--- config.mk ---
export PLATFORM = sky130hd
export DESIGN_NAME = mem_access_unit_flat
export DESIGN_NICKNAME = d
export VERILOG_FILES = /design/src/rtl/mem_access_pkg.sv /design/src/rtl/mem_access_if.sv /design/src/rtl/mem_ptr_file.sv /design/src/rtl/mem_access_unit.sv /design/src/flat_wrapper.sv
export SDC_FILE = /design/constraint.sdc
export NUM_CORES = 1
export LEC_CHECK = 0
export CAP_MARGIN = 20
export CORE_MARGIN = 3
export CORE_UTILIZATION = 35
export DETAILED_ROUTE_END_ITERATION = 8
export GPL_TIMING_DRIVEN = 1
export PLACE_DENSITY_LB_ADDON = 0.15
export SLEW_MARGIN = 20
export SYNTH_ARGS = -nofsm -noshare
export SYNTH_HDL_FRONTEND = slang
export SYNTH_SLANG_ARGS = --single-unit
--- constraint.sdc ---
create_clock -name clock -period 4.42 [get_ports clock]
set_clock_uncertainty 0.05 [all_clocks]
set_input_delay 1.326 -clock clock [delete_from_list [all_inputs] [get_ports clock]]
set_output_delay 1.326 -clock clock [all_outputs]
set_load 0.1 [all_outputs]
--- src/rtl/mem_access_pkg.sv ---
// Shared definitions for the MEM-stage memory-access unit:
// addressing-mode codes, FSM state encoding and a constant clog2 helper.
package mem_access_pkg;

  typedef enum logic [1:0] {
    PTR_PLAIN   = 2'b00,
    PTR_POSTINC = 2'b01,
    PTR_PREDEC  = 2'b10,
    PTR_DISP    = 2'b11
  } ptr_mode_e;

  typedef enum logic [1:0] {
    ST_IDLE   = 2'b00,
    ST_ACCESS = 2'b01,
    ST_DONE   = 2'b10
  } state_e;

  // Ceiling log2, usable in parameter expressions
  function automatic int clog2(input int value);
    int res;
    int v;
    res = 0;
    v   = value - 1;
    while (v > 0) begin
      res = res + 1;
      v   = v >> 1;
    end
    return res;
  endfunction

endpackage

--- src/rtl/mem_access_if.sv ---
// Request/acknowledge bus between the memory-access unit (master)
// and the memory I/O unit (slave).
interface mem_access_if #(
  parameter int DATA_W = 8,
  parameter int ADDR_W = 16
);
  logic              mem_req;
  logic              mem_we;
  logic [ADDR_W-1:0] mem_addr;
  logic [DATA_W-1:0] mem_wdata;
  logic              mem_ack;
  logic [DATA_W-1:0] mem_rdata;

  modport master (
    output mem_req, mem_we, mem_addr, mem_wdata,
    input  mem_ack, mem_rdata
  );

  modport slave (
    input  mem_req, mem_we, mem_addr, mem_wdata,
    output mem_ack, mem_rdata
  );
endinterface

--- src/rtl/mem_ptr_file.sv ---
// Pointer register file. The last pointer doubles as the stack pointer
// and has its own reset value. SFR-side writes take priority over the
// post-increment / pre-decrement update committed on a memory ack.
module mem_ptr_file
  import mem_access_pkg::*;
#(
  parameter int                NUM_PTRS  = 4,
  parameter int                ADDR_W    = 16,
  parameter int                PTR_SEL_W = 2,
  parameter logic [ADDR_W-1:0] SP_RESET  = '1
) (
  input  logic                       clock,
  input  logic                       reset,
  input  logic                       wr_en,
  input  logic [PTR_SEL_W-1:0]       wr_sel,
  input  logic [ADDR_W-1:0]          wr_data,
  input  logic                       upd_en,
  input  logic [PTR_SEL_W-1:0]       upd_sel,
  input  logic [ADDR_W-1:0]          upd_data,
  output logic [NUM_PTRS*ADDR_W-1:0] ptr_out
);

  logic [ADDR_W-1:0] ptrs [NUM_PTRS];

  // Pointer storage: reset values, then SFR write over ack-cycle update
  always_ff @(posedge clock) begin
    if (reset) begin
      for (int i = 0; i < NUM_PTRS; i++) begin
        ptrs[i] <= (i == NUM_PTRS - 1) ? SP_RESET : '0;
      end
    end else begin
      for (int i = 0; i < NUM_PTRS; i++) begin
        if (wr_en && (int'(wr_sel) == i)) begin
          ptrs[i] <= wr_data;
        end else if (upd_en && (int'(upd_sel) == i)) begin
          ptrs[i] <= upd_data;
        end
      end
    end
  end

  for (genvar g = 0; g < NUM_PTRS; g++) begin : g_flat
    assign ptr_out[g*ADDR_W +: ADDR_W] = ptrs[g];
  end

endmodule

--- src/rtl/mem_access_unit.sv ---
// MEM-stage memory-access unit: computes the effective address from a
// pointer and addressing mode, runs one request/ack transaction to the
// memory I/O unit while stalling the pipeline, extends load data and
// raises a sticky fault when the bus does not answer in time.
module mem_access_unit
  import mem_access_pkg::*;
#(
  parameter int                DATA_W    = 8,
  parameter int                ADDR_W    = 16,
  parameter int                NUM_PTRS  = 4,
  parameter int                TIMEOUT   = 255,
  parameter logic [ADDR_W-1:0] SP_RESET  = '1,
  localparam int               PTR_SEL_W = (clog2(NUM_PTRS) > 1) ? clog2(NUM_PTRS) : 1
) (
  input  logic                       clock,
  input  logic                       reset,
  input  logic                       op_valid,
  input  logic                       op_is_store,
  input  logic [PTR_SEL_W-1:0]       op_ptr_sel,
  input  logic [1:0]                 op_ptr_mode,
  input  logic [7:0]                 op_disp,
  input  logic                       op_signed,
  input  logic [DATA_W-1:0]          op_store_data,
  output logic                       stall,
  output logic                       ld_valid,
  output logic [2*DATA_W-1:0]        ld_data,
  input  logic                       ptr_wr_en,
  input  logic [PTR_SEL_W-1:0]       ptr_wr_sel,
  input  logic [ADDR_W-1:0]          ptr_wr_data,
  output logic [NUM_PTRS*ADDR_W-1:0] ptr_out,
  mem_access_if.master               mem,
  output logic                       fault,
  input  logic                       fault_clr
);

  localparam int WAIT_W = (clog2(TIMEOUT + 1) > 1) ? clog2(TIMEOUT + 1) : 1;

  function automatic logic [2*DATA_W-1:0] extend_load(input logic [DATA_W-1:0] d,
                                                      input logic              sgn);
    return sgn ? {{DATA_W{d[DATA_W-1]}}, d} : {{DATA_W{1'b0}}, d};
  endfunction

  state_e                state_q, state_d;
  logic [ADDR_W-1:0]     addr_q;
  logic                  we_q;
  logic [DATA_W-1:0]     wdata_q;
  logic                  signed_q;
  ptr_mode_e             mode_q;
  logic [PTR_SEL_W-1:0]  sel_q;
  logic [WAIT_W-1:0]     wait_cnt_q;
  logic [2*DATA_W-1:0]   ld_data_q;
  logic                  fault_q;

  logic                  accept;
  logic                  ack_hit;
  logic                  timeout_hit;
  logic                  req;
  logic [ADDR_W-1:0]     ptr_cur;
  logic [ADDR_W-1:0]     eff_addr;
  logic signed [7:0]     disp_s;
  logic                  upd_en;
  logic [ADDR_W-1:0]     upd_data;

  // Selected pointer value for the op in the EX/MEM register
  always_comb begin
    ptr_cur = '0;
    for (int i = 0; i < NUM_PTRS; i++) begin
      if (int'(op_ptr_sel) == i) ptr_cur = ptr_out[i*ADDR_W +: ADDR_W];
    end
  end

  // Effective address by addressing mode, modulo 2^ADDR_W
  always_comb begin
    disp_s = signed'(op_disp);
    case (ptr_mode_e'(op_ptr_mode))
      PTR_PREDEC: eff_addr = ptr_cur - ADDR_W'(1);
      PTR_DISP:   eff_addr = ptr_cur + ADDR_W'(disp_s);
      default:    eff_addr = ptr_cur;
    endcase
  end

  // FSM state register
  always_ff @(posedge clock) begin
    if (reset) state_q <= ST_IDLE;
    else       state_q <= state_d;
  end

  // FSM next state, handshake and stall decode
  always_comb begin
    state_d     = state_q;
    stall       = 1'b0;
    req         = 1'b0;
    ld_valid    = 1'b0;
    accept      = 1'b0;
    ack_hit     = 1'b0;
    timeout_hit = 1'b0;
    case (state_q)
      ST_IDLE: begin
        if (op_valid) begin
          accept  = 1'b1;
          stall   = 1'b1;
          state_d = ST_ACCESS;
        end
      end
      ST_ACCESS: begin
        stall = 1'b1;
        req   = 1'b1;
        if (mem.mem_ack) begin
          ack_hit = 1'b1;
          state_d = ST_DONE;
        end else if (wait_cnt_q == WAIT_W'(TIMEOUT - 1)) begin
          timeout_hit = 1'b1;
          state_d     = ST_DONE;
        end
      end
      ST_DONE: begin
        ld_valid = ~we_q;
        state_d  = ST_IDLE;
      end
      default: state_d = ST_IDLE;
    endcase
  end

  // Op capture, wait counter, load result and sticky fault
  always_ff @(posedge clock) begin
    if (reset) begin
      addr_q     <= '0;
      we_q       <= 1'b0;
      wdata_q    <= '0;
      signed_q   <= 1'b0;
      mode_q     <= PTR_PLAIN;
      sel_q      <= '0;
      wait_cnt_q <= '0;
      ld_data_q  <= '0;
      fault_q    <= 1'b0;
    end else begin
      if (accept) begin
        addr_q     <= eff_addr;
        we_q       <= op_is_store;
        wdata_q    <= op_store_data;
        signed_q   <= op_signed;
        mode_q     <= ptr_mode_e'(op_ptr_mode);
        sel_q      <= op_ptr_sel;
        wait_cnt_q <= '0;
      end else if (state_q == ST_ACCESS) begin
        wait_cnt_q <= wait_cnt_q + WAIT_W'(1);
      end
      if (ack_hit && !we_q) begin
        ld_data_q <= extend_load(mem.mem_rdata, signed_q);
      end else if (timeout_hit) begin
        ld_data_q <= '0;
      end
      if (timeout_hit)    fault_q <= 1'b1;
      else if (fault_clr) fault_q <= 1'b0;
    end
  end

  // Pointer writeback derives from the latched address, so SFR writes
  // made after the op was accepted do not alter its update value.
  assign upd_en   = ack_hit && ((mode_q == PTR_POSTINC) || (mode_q == PTR_PREDEC));
  assign upd_data = (mode_q == PTR_POSTINC) ? addr_q + ADDR_W'(1) : addr_q;

  mem_ptr_file #(
    .NUM_PTRS  (NUM_PTRS),
    .ADDR_W    (ADDR_W),
    .PTR_SEL_W (PTR_SEL_W),
    .SP_RESET  (SP_RESET)
  ) u_ptr_file (
    .clock    (clock),
    .reset    (reset),
    .wr_en    (ptr_wr_en),
    .wr_sel   (ptr_wr_sel),
    .wr_data  (ptr_wr_data),
    .upd_en   (upd_en),
    .upd_sel  (sel_q),
    .upd_data (upd_data),
    .ptr_out  (ptr_out)
  );

  assign mem.mem_req   = req;
  assign mem.mem_we    = we_q;
  assign mem.mem_addr  = addr_q;
  assign mem.mem_wdata = wdata_q;
  assign ld_data       = ld_data_q;
  assign fault         = fault_q;

endmodule

--- src/flat_wrapper.sv ---
// flat-port wrapper written by rule: the top's interface ports become plain ports
module mem_access_unit_flat import mem_access_pkg::*;
#(
  parameter int                DATA_W    = 8,
  parameter int                ADDR_W    = 16,
  parameter int                NUM_PTRS  = 4,
  parameter int                TIMEOUT   = 255,
  parameter logic [ADDR_W-1:0] SP_RESET  = '1,
  localparam int               PTR_SEL_W = (clog2(NUM_PTRS) > 1) ? clog2(NUM_PTRS) : 1
)
  (clock, reset, op_valid, op_is_store, op_ptr_sel, op_ptr_mode, op_disp, op_signed, op_store_data, stall, ld_valid, ld_data, ptr_wr_en, ptr_wr_sel, ptr_wr_data, ptr_out, fault, fault_clr, mem_mem_req, mem_mem_we, mem_mem_addr, mem_mem_wdata, mem_mem_ack, mem_mem_rdata);
  mem_access_if #(.DATA_W(DATA_W), .ADDR_W(ADDR_W)) mem_i ();
  input  logic clock;
  input  logic reset;
  input  logic op_valid;
  input  logic op_is_store;
  input  logic [PTR_SEL_W-1:0] op_ptr_sel;
  input  logic [1:0] op_ptr_mode;
  input  logic [7:0] op_disp;
  input  logic op_signed;
  input  logic [DATA_W-1:0] op_store_data;
  output logic stall;
  output logic ld_valid;
  output logic [2*DATA_W-1:0] ld_data;
  input  logic ptr_wr_en;
  input  logic [PTR_SEL_W-1:0] ptr_wr_sel;
  input  logic [ADDR_W-1:0] ptr_wr_data;
  output logic [NUM_PTRS*ADDR_W-1:0] ptr_out;
  output logic fault;
  input  logic fault_clr;
  output wire logic [$bits(mem_i.mem_req)-1:0] mem_mem_req;
  output wire logic [$bits(mem_i.mem_we)-1:0] mem_mem_we;
  output wire logic [$bits(mem_i.mem_addr)-1:0] mem_mem_addr;
  output wire logic [$bits(mem_i.mem_wdata)-1:0] mem_mem_wdata;
  input wire logic [$bits(mem_i.mem_ack)-1:0] mem_mem_ack;
  input wire logic [$bits(mem_i.mem_rdata)-1:0] mem_mem_rdata;
  assign mem_mem_req = mem_i.mem_req;
  assign mem_mem_we = mem_i.mem_we;
  assign mem_mem_addr = mem_i.mem_addr;
  assign mem_mem_wdata = mem_i.mem_wdata;
  assign mem_i.mem_ack = mem_mem_ack;
  assign mem_i.mem_rdata = mem_mem_rdata;
  mem_access_unit #(.DATA_W(DATA_W), .ADDR_W(ADDR_W), .NUM_PTRS(NUM_PTRS), .TIMEOUT(TIMEOUT), .SP_RESET(SP_RESET)) u_core (.clock(clock), .reset(reset), .op_valid(op_valid), .op_is_store(op_is_store), .op_ptr_sel(op_ptr_sel), .op_ptr_mode(op_ptr_mode), .op_disp(op_disp), .op_signed(op_signed), .op_store_data(op_store_data), .stall(stall), .ld_valid(ld_valid), .ld_data(ld_data), .ptr_wr_en(ptr_wr_en), .ptr_wr_sel(ptr_wr_sel), .ptr_wr_data(ptr_wr_data), .ptr_out(ptr_out), .mem(mem_i), .fault(fault), .fault_clr(fault_clr));
endmodule
# Word-level counts from Yosys, hierarchy flattened

Memories as Yosys holds them, arrays and structs flattened.
Cells that the tools add are included.

Memories kept: 1
Register bits after elaboration: 57
RAM bits: 64
Output and inout bits: 109

Muxes and demuxes: 63
Bitwise logic cells: 9
Reductions and logical operators: 20
Add/subtract/negate cells: 4
Equality and inequality tests: 18

Memory list:

| memory                 | depth | bits a word | rd ports | clocked after Yosys merged registers in | write ports | RTL line           | RTL |
|---|---|---|---|---|---|---|---|
| u_core.u_ptr_file.ptrs | 4     | 16          | 4        | 0                                       | 4           | mem_ptr_file.sv:23 | `logic [ADDR_W-1:0] ptrs [NUM_PTRS];` |

Operator list:

| cell                                                                     | number |
|---|---|
| 16-bit two-way mux                                                       | 16 |
| 1-bit two-way mux                                                        | 41 |
| 16-bit case mux with 2 select lines                                      | 1 |
| 2-bit equality test (second input constant)                              | 10 |
| 16-bit by 1-bit adder with 16-bit output (second input constant)         | 1 |
| 16-bit adder                                                             | 1 |
| 16-bit by 1-bit subtractor with 16-bit output (second input constant)    | 1 |
| 2-bit by 1-bit equality test with 1-bit output (second input constant)   | 5 |
| 1-bit logical AND                                                        | 10 |
| 8-bit by 1-bit adder with 8-bit output (second input constant)           | 1 |
| 8-bit equality test (second input constant)                              | 1 |
| 2-bit zero test                                                          | 4 |
| 1-bit OR                                                                 | 8 |
| 2-bit two-way mux                                                        | 3 |
| 2-bit case mux with 2 select lines                                       | 1 |
| 2-bit nonzero test                                                       | 2 |
| 3-bit by 2-bit inequality test with 1-bit output (second input constant) | 1 |
| 2-bit inequality test (second input constant)                            | 1 |
| 1-bit case mux with 2 select lines                                       | 1 |
| 2-bit AND reduction                                                      | 1 |
| 2-bit OR reduction                                                       | 1 |
| 1-bit zero test                                                          | 1 |
| 1-bit logical OR                                                         | 1 |
| 1-bit NOT                                                                | 1 |

# Longest topological paths before layout

Gate-level depths: netlist of the first run.

Depth in word-level cells: 9
Depth in mapped cells: 12
Depth with buffers taken out: 10

# Cells and area by module

Synthesis of the first run repeated with hierarchy kept, for this count alone.

Cells, all modules: 581
Area, all modules: 6317.3 µm²

By module, submodules not included:

| module          | area each (µm²) | cells each | seq. area each (µm²) | instances |
|---|---|---|---|---|
| mem_access_unit | 3487.1          | 403        | 1001.0               | 1 |
| mem_ptr_file    | 2830.2          | 178        | 1921.8               | 1 |

# Worst setup path after synthesis of the first run

OpenSTA, ideal clock, no wires.

Path type: input to register
Start point: input port op_ptr_sel[0]
End point: register u_core.addr_q[15] (netlist: u_core.mem.mem_addr[15])
Data required time: 4.279 ns
Slack: -0.026 ns
Data arrival time: 4.305 ns
Stages on the path: 10
Library setup time: 0.091 ns
Buffers on the path: 2
Cell sequence: buf_2 > buf_2 > mux4_2 > ha_1 > a21o_1 > a211o_1 > o2111a_1 > o211a_1 > or4_1 > a311oi_1

Longest elaborated chain between the ends: 7
Elaborated cells between the ends (all ways): 11

Ends and longest elaborated chain:

| element                                                                       | RTL line                                     | RTL |
|---|---|---|
| start: declaration                                                            | flat_wrapper.sv:17                           | `input logic [PTR_SEL_W-1:0] op_ptr_sel;` |
| 2-bit zero test                                                               | mem_access_unit.sv:68                        | `if (int'(op_ptr_sel) == i) ptr_cur = ptr_out[i*ADDR_W +: ADDR_W];` |
| 16-bit two-way mux (3 in a row)                                               | mem_access_unit.sv:68                        |  |
| 16-bit two-way mux (*)                                                        | mem_access_unit.sv:68                        |  |
| 16-bit adder or 16-bit by 1-bit subtractor with 16-bit output (tied branches) | mem_access_unit.sv:77, mem_access_unit.sv:76 |  |
| 16-bit case mux with 2 select lines (*)                                       | mem_access_unit.sv:75                        | `case (ptr_mode_e'(op_ptr_mode))` |
| end signal: assignment                                                        | mem_access_unit.sv:138                       | `addr_q <= eff_addr;` |
| end: declaration                                                              | mem_access_unit.sv:44                        | `logic [ADDR_W-1:0] addr_q;` |

Mark *: on every way between the ends. The rest lies on a longest branch, timed or not.
A chain may end at the register's enable or synchronous reset.

# Worst setup path after layout of the first run

Start point: input port op_ptr_sel[0]
End point: register u_core.addr_q[14] (netlist: u_core.mem.mem_addr[14])

Same word-level chain as after synthesis.

==> flow_summary.ini, run 1 <==
[placed_design]
placed_cells = 1038
port_buffers = 162
gp_congestion = 0.9081
placed_area_um2 = 8352
dp_hpwl_um = 15830

[worst_setup_path]
r2r_cells = 9
r2r_start = u_core.u_ptr_file.ptrs[3][0]
start_kind = primary input
crit_type = in -> reg
end_kind = register
worstReg2RegEnd = u_core.mem.mem_addr[14]
rrSetupSlack_ns = 1.34
path_max_fanout = 8
critPathArrivalTime_ns = 4.49
critPathRequiredTime_ns = 4.70

[timing]
period_share_pct = 95.25
worstMarginPinSlew_ns = 1.008
relSlewSlack_pct = 32.57
hold_viol_final = 0
slew_violations = 0
rsz0062_at_grt = false
fmax_mhz = 237.5
setup_viol = 0
period_needed_ns = 4.210
finalSetupTns_ns = 0

[synthesis]
synthTopCellsByCount = 95 x nand2_1, 66 x nor2_1, 64 x edfxtp_1, 54 x o21ai_0, 50 x dfxtp_1
synth-edff-count = 64
synth-seq-cells = 114
synth_top_cell_area_share_pct = 31.05
yosys.cell_count.top_type = nand2_1
syn_area_um2 = 6190
yosysWarnings = 0
ys_types = 54
synth_area_leaders = edfxtp_1 31%, dfxtp_1 16%, mux4_2 5.8%
ys.flop_type = edfxtp_1
async_flop_share_pct = 0
syn_nets = 715
syn_inst = 641
synth.yosys.seq_area_share_pct = 47.22
avgSynthCellArea_um2 = 9.656
synth_top_cell_by_area = edfxtp_1

[route]
route.detailed.drc = 0
vias = 5789
wirelength_um = 21070
drtPass1Iterations = 5
detail_route.wl_per_cell_um = 19.69
ant_nets = 0
vias_per_cell = 5.410
initialDrtViolationCount = 437

[outcome]
status = completed

[min_path]
min-delay-start = u_core.mode_q[1]
min_path_cells = 2
holdPathEnd = u_core.mode_q[1]
hold_path.class = reg -> reg

[die]
core_area_um2 = 16940
rows = 47
io_pins = 163
die_x_um = 139.0
die_h_um = 139.0
initial_utilization_pct = 36.55
fp.dieArea_um2 = 19320

[finish]
area_delta_synth_final_pct = 45.44
antennaDiodeCount = 0
nNetsFinal = 911
drive_gt1_share_pct = 14.24
fill_cells = 1476
stdcell_count = 1070
stdcell_area_um2 = 9002

[grt]
grtUsageTotal_pct = 21.52
first_global_vias = 5743
grt_max_degree = 35
antenna_found_initial = 0
grt.overflow.total = 0
grt_pass1_wl_um = 32490

[clock_network]
cts_setup_buffers = 0
cts-buffers-inserted = 17
clkLatencyLatePin_ns = 0.41
htree_levels = 4
cts_tree = done
clk_pin_slew_ns = 0.05
cts-root-buf = clkbuf_16
cts.sinks = 114
clk_path_buf_depth = 2

[pwr]
p_leak_nw = 3.320
ir_drop_mv = 0.2515
power_density_nw_per_um2 = 412.4

[run]
maxCapViolCount = 0
==> stage by stage <==
step                power [mW]  setup slack (ns)  utilization, %  hold slack (ns)
floorplan                1.939           0.03578               -           0.3863
global placement         2.270           -0.2731           49.31           0.3945
detailed placement       2.277           -0.3439           49.31           0.3975
CTS                      3.728           0.04545           53.10           0.4049
global route             3.838           0.02765           53.15           0.4244
finish                   3.712            0.2098           53.15           0.4047
==> layer usage <==
layer	track usage, %	part of all wire, %	wire length [µm]	up-vias
met4	7.724	1.7	361	0
li1	-	-	-	2739
met1	28.70	43	8991	2767
met2	34.77	49	10230	247
met3	4.517	7.1	1492	36
met5	0	0	0	-
==> kinds of logic (layout without fill, tap and decap cells) <==
family	count (synthesis)	after routing	share of synthesized area, %
simple gates	238	238	17.34
compound gates	164	164	16.17
flops	114	114	47.22
buf+inv	50	259	3.497
xor+xnor	28	28	3.962
mux	27	27	7.641
fa+ha+maj	20	20	4.164
==> power by group <==
part | switching [mW] | internal (mW) | leakage (nW)
clock | 0.480 | 0.967 | 0.316
sequential | 0.0622 | 1.18 | 1.05
combinational | 0.687 | 0.335 | 1.95
total | 1.23 | 2.48 | 3.32
==> worst max path at each step <==
stage	start	end
after floorplan	u_core.mem.mem_we	ld_valid
after global routing	op_ptr_sel[0]	u_core.mem.mem_addr[15]
final	op_ptr_sel[0]	u_core.mem.mem_addr[14]
after detailed placement	op_ptr_sel[0]	u_core.mem.mem_addr[14]
after global placement	op_ptr_sel[0]	u_core.mem.mem_addr[14]
after CTS	op_ptr_sel[0]	u_core.mem.mem_addr[14]
==> critical path, cell delays in order <==
cell,delay [ns]
clkdlybuf4s50_1,0.51
buf_12,0.14
mux4_2,0.52
ha_1,0.23
fa_1,0.41
a211oi_2,0.26
o21ai_1,0.17
a21oi_1,0.19
o21ai_0,0.13
a2111o_1,0.42
a31oi_1,0.17
==> registers in the layout (all words and copies together) (netlist names) <==
register,cells
u_core.sel_q,2
u_core.state_q,2
u_core.mem.mem_wdata,8
u_core.ld_data,9
u_core.mem.mem_we,1
u_core.u_ptr_file.ptrs,64
u_core.mem.mem_addr,16
u_core.signed_q,1
u_core.fault,1
u_core.wait_cnt_q,8
u_core.mode_q,2
==> final cells by class <==
cell class / instances / area (µm²) / area share, %
Multi-Input combinational cell: 477 / 3072 / 34.12
Sequential cell: 114 / 2923 / 32.47
Timing Repair Buffer: 218 / 2057 / 22.85
Clock buffer: 27 / 588.1 / 6.532
Tap cell: 220 / 275.3 / 3.058
Clock inverter: 5 / 53.80 / 0.5976
Inverter: 9 / 33.78 / 0.3753
==> layout by cell type (no fill, tap or decap), drive strengths merged, types with 3 or more instances in the layout <==
cell	n
mux2i	9
xnor2	12
dfxtp	50
a21o	9
edfxtp	64
clkdlybuf4s50	159
a21oi	48
or2	8
buf	59
a311oi	3
o21ai	54
nand2	95
nand3	18
mux4	16
ha	19
o21a	4
nor2b	3
a211oi	13
nand4	8
a22oi	10
inv	10
a31oi	4
o2111a	3
nand2b	6
nor3	10
nor2	66
clkbuf	27
o21bai	4
and3	6
xor2	16
or3	3
and2	3
nand3b	4
==> repair_timing <==
item                       CTS  global route
setup endpoints to repair    0             2
hold buffers                 0             0
resized for setup            0             3
No activity file was read; power rests on OpenSTA's default activity.
==> run 2, diff against run 1 <==
Settings changed: CORE_ASPECT_RATIO from default to 0.6.
==> flow_summary.ini, run 2 (synthesized netlist as in run 1, its figures left out) <==
[grt]
grt_max_degree = 37
grtUsageTotal_pct = 22.90
grt_pass1_wl_um = 33330
grt.overflow.total = 0
first_global_vias = 5760
antenna_found_initial = 0

[worst_setup_path]
path_max_fanout = 5
crit_family = compound AO/OA/AOI/OAI gates
cpPeakStageDelay_ns = 0.63
start_kind = primary input
end_kind = register
crit_type = in -> reg
crit_chain = clkdlybuf4s50_1 -> nand2_2 -> buf_4 -> or2_2 -> ha_1 -> a21o_1 -> a211o_1 -> o2111a_1 -> o211a_1 -> or4_1 -> a311oi_2
path_buf_inv = 2
slowest_stage = clkdlybuf4s50_1
critPathRequiredTime_ns = 4.69
critPathArrivalTime_ns = 4.59

[timing]
period_share_pct = 97.66
hold_viol_final = 0
slew_violations = 0
fmax_mhz = 231.7
period_needed_ns = 4.317
worstMarginPinSlew_ns = 1.002
relSlewSlack_pct = 33.01
setup_slack_ns = 0.1033
setup_viol = 0
rsz0062_at_grt = false

[clock_network]
clk_path_buf_depth = 2
cts.sinks = 114
htree_levels = 4
clkLatencyLatePin_ns = 0.42
cts_tree = done
cts-root-buf = clkbuf_16
clk_pin_slew_ns = 0.05
cts-buffers-inserted = 17

[route]
wirelength_um = 21900
route.detailed.drc = 0
ant_nets = 0
drtPass1Iterations = 5
vias_per_cell = 5.450
vias = 5864
initialDrtViolationCount = 592
detail_route.wl_per_cell_um = 20.36

[die]
rows = 36
fp.dieArea_um2 = 19370
core_area_um2 = 16760
initial_utilization_pct = 36.94
io_pins = 163
die_h_um = 109.0
die_x_um = 177.7

[finish]
nNetsFinal = 910
drive_gt1_share_pct = 14.39
antennaDiodeCount = 0
stdcell_area_um2 = 9024
regMostFlops = u_core.u_ptr_file.ptrs
largest_reg_flops = 64
postLayoutCoreUtil_pct = 53.85
fill_cells = 1489
mostFrequentLayoutCells = 158 x clkdlybuf4s50_1, 94 x nand2_1, 66 x nor2_1
final_common_cell = clkdlybuf4s50_1
area_delta_synth_final_pct = 45.79

[placed_design]
placed_area_um2 = 8379
gp_congestion = 0.9385
dp_hpwl_um = 16790
dpl_worst_slack_ns = -0.3966
port_buffers = 162

[pwr]
p_leak_nw = 3.314
ir_drop_mv = 0.2562
power_density_nw_per_um2 = 412.7

[run]
maxCapViolCount = 0

[min_path]
hold_path.class = reg -> reg

[outcome]
status = completed
==> run 2: cell count changes in the layout (fill, tap and decap cells not counted), sizes merged <==
| cell | change |
|---|---|
| buf | -1 |
| clkinv | +3 |
| clkinvlp | +2 |
| clkbuf | -9 |
| bufinv | +3 |
| dlymetal6s2s | +1 |
| clkdlybuf4s50 | -1 |
==> run 2: path summary, 6_finish.rpt <==
kind	from	endpoint	slack, ns	cells after the start
worst max-delay path	op_ptr_mode[1]	u_core.mem.mem_addr[15]	0.10	11
worst max register to register	u_core.u_ptr_file.ptrs[3][0]	u_core.mem.mem_addr[14]	1.23	9
worst min register to register	u_core.mem.mem_wdata[0]	u_core.mem.mem_wdata[0]	0.40	2
worst min-delay path	u_core.mem.mem_wdata[0]	u_core.mem.mem_wdata[0]	0.40	2
==> run 2: power by group <==
group / internal [mW] / switching [mW]
sequential: 1.18 / 0.0621
clock: 0.940 / 0.509
combinational: 0.333 / 0.701
==> run 2: worst register-to-register path, cell delays in order, from the launching register on <==
cell and delay (ns):
edfxtp_1 0.46, mux4_2 0.52, ha_1 0.22, fa_1 0.45
a211oi_2 0.25, o21ai_1 0.18, a21oi_1 0.21, o21ai_0 0.16
a2111o_1 0.44, a31oi_1 0.17
==> run 2: metrics by stage <==
step | setup TNS [ns] | hold slack, ns | total power, mW | instances
after floorplan | 0 | 0.3863 | 1.939 | 641
after global placement | -1.343 | 0.3925 | 2.273 | 1045
after detailed placement | -1.840 | 0.3973 | 2.284 | 1045
after CTS | 0 | 0.4042 | 3.730 | 1076
after global routing | 0 | 0.4274 | 3.846 | 1076
final | 0 | 0.4005 | 3.724 | 1076
==> run 2: repair_timing <==
item / CTS / global route
gates resized for setup: 0 / 8
endpoints found under the hold margin: 0 / 0
hold buffers: 0 / 0
setup endpoints to repair: 0 / 5
buffers inserted: 0 / 0
==> run 2: layout make-up <==
type / instances / area (µm²) / share of cell area [%]
well taps: 228 / 285.3 / 3.161
multi-input cells: 477 / 3089 / 34.23
inverters: 9 / 33.78 / 0.3744
clock inverters: 13 / 186.4 / 2.066
repair buffers: 217 / 2077 / 23.02
clock buffers: 18 / 429.2 / 4.756
flip-flops and latches: 114 / 2923 / 32.39
==> run 2: layer usage <==
layer	up-vias	wire length (µm)	global-route usage, %
met3	27	2484	7.307
met1	2780	10020	33.39
met5	-	38	1.563
met4	2	343	6.103
li1	2732	-	-
met2	323	9017	32.46
==> run 3, diff against run 2 <==
Settings changed: CORE_MARGIN 3 to default, DONT_BUFFER_PORTS from default to 1, SKIP_LAST_GASP from default to 1.
==> flow_summary.ini, run 3 (synthesized netlist as in run 1, its figures left out) <==
[route]
ant_nets = 0
vias = 5334
initialDrtViolationCount = 427
vias_per_cell = 5.662
route.detailed.drc = 0
detail_route.wl_per_cell_um = 22.32
wirelength_um = 21030
drtPass1Iterations = 8

[die]
die_x_um = 173.7
initial_utilization_pct = 35.94
core_area_um2 = 17220
rows = 37
die_h_um = 105.0
fp.dieArea_um2 = 18240
io_pins = 163

[clock_network]
clk_path_buf_depth = 2
post_cts_resized = 0
cts_hold_buf = 0
clkLatencyLatePin_ns = 0.41
cts-root-buf = clkbuf_16
clk_pin_slew_ns = 0.06
cts_setup_buffers = 0
cts_tree = done
cts-buffers-inserted = 17
cts.sinks = 114
htree_levels = 4

[finish]
nNetsFinal = 769
area_delta_synth_final_pct = 21.27
drive_gt1_share_pct = 19.49
mostFrequentLayoutCells = 95 x nand2_1, 74 x buf_4, 65 x nor2_1
largest_reg_flops = 64
final_common_cell = nand2_1
antennaDiodeCount = 0
regMostFlops = u_core.u_ptr_file.ptrs

[grt]
first_global_vias = 4892
grt.overflow.total = 0
antenna_found_initial = 0
grtUsageTotal_pct = 23.32
grt_pass1_wl_um = 31450
grt_max_degree = 54

[outcome]
status = completed

[worst_setup_path]
r2r_start = u_core.u_ptr_file.ptrs[2][5]
start_kind = primary input
critPathRequiredTime_ns = 4.69
worstReg2RegEnd = u_core.mem.mem_addr[15]
rrSetupSlack_ns = 0.98
crit_type = in -> reg
r2r_cells = 9
path_max_fanout = 17
critPathArrivalTime_ns = 4.05
end_kind = register

[min_path]
min-delay-start = u_core.signed_q
holdPathEnd = u_core.signed_q
min_path_cells = 2
hold_path.class = reg -> reg

[timing]
hold_viol_final = 0
setup_viol = 0
slew_violations = 0
fmax_mhz = 264.4
finalSetupTns_ns = 0
relSlewSlack_pct = 23.31
setup_slack_ns = 0.6381
period_needed_ns = 3.782
period_share_pct = 85.56
rsz0062_at_grt = false
worstMarginPinSlew_ns = 1.149

[pwr]
ir_drop_mv = 0.2650
p_leak_nw = 2.776
p_total_mw = 3.454
power_density_nw_per_um2 = 460.1

[placed_design]
dp_hpwl_um = 15150
dpl_worst_slack_ns = 0.3219
gp_congestion = 0.8717
port_buffers = 0

[run]
maxCapViolCount = 0
==> run 3: changes by cell type in the layout (fill, tap and decap cells not counted), sizes merged <==
| cell | change |
|---|---|
| dlymetal6s2s | -1 |
| clkinvlp | -1 |
| buf | +17 |
| bufinv | -2 |
| clkbuf | +4 |
| clkdlybuf4s50 | -158 |
| clkinv | +1 |
==> run 3: metrics by stage <==
| step | util, % | hold slack (ns) | instance area (µm²) | instances |
|---|---|---|---|---|
| final | 43.58 | 0.4012 | 7506 | 942 |
| after global routing | 43.58 | 0.4185 | 7506 | 942 |
| after CTS | 43.58 | 0.4033 | 7506 | 942 |
| after detailed placement | 40.26 | 0.3945 | 6933 | 910 |
| after global placement | 40.26 | 0.3915 | 6933 | 910 |
| after floorplan | - | 0.3863 | 6192 | 641 |
==> run 3: cell type report <==
| cell class | instances | area, µm² |
|---|---|---|
| Inverter | 9 | 33.78 |
| Fill cell | 1668 | 9716 |
| Sequential cell | 114 | 2927 |
| Tap cell | 234 | 292.8 |
| Timing Repair Buffer | 76 | 608.1 |
| Clock buffer | 21 | 440.4 |
| Clock inverter | 11 | 132.6 |
| Multi-Input combinational cell | 477 | 3072 |
==> run 3: power by group <==
part	internal, mW	switching, mW	leakage [nW]
registers	1.18	0.176	1.05
clock network	0.835	0.528	0.272
logic	0.203	0.533	1.45
total	2.22	1.24	2.78
==> run 3: critical path, cell delays in order <==
cell and delay, ns:
mux4_2 0.55, ha_1 0.40, o21ai_0 0.12, nor3_1 0.49, o2111a_1 0.34, nor3_1 0.08, or4_1 0.48, a311oi_1 0.25
==> run 3: worst max path at each step <==
| stage | endpoint | start | cells after the start | slack, ns |
|---|---|---|---|---|
| 6_report | u_core.mem.mem_addr[15] | op_ptr_sel[0] | 8 | 0.64 |
| 5_1_grt | u_core.mem.mem_addr[15] | op_ptr_sel[0] | 8 | 0.50 |
| 4_1_cts | u_core.mem.mem_addr[15] | op_ptr_sel[0] | 8 | 0.72 |
| 3_5_place_dp | u_core.mem.mem_addr[15] | op_ptr_sel[0] | 8 | 0.32 |
| 3_3_place_gp | u_core.mem.mem_addr[14] | op_ptr_sel[0] | 9 | 0.38 |
| 2_1_floorplan | ld_valid | u_core.mem.mem_we | 1 | 0.04 |
==> run 3: metal layers <==
metal	GRT usage, %	part of all wire [%]
met1	35.02	49
met2	31.99	40
met3	7.096	9.9
met5	0	0
met4	5.702	1.1
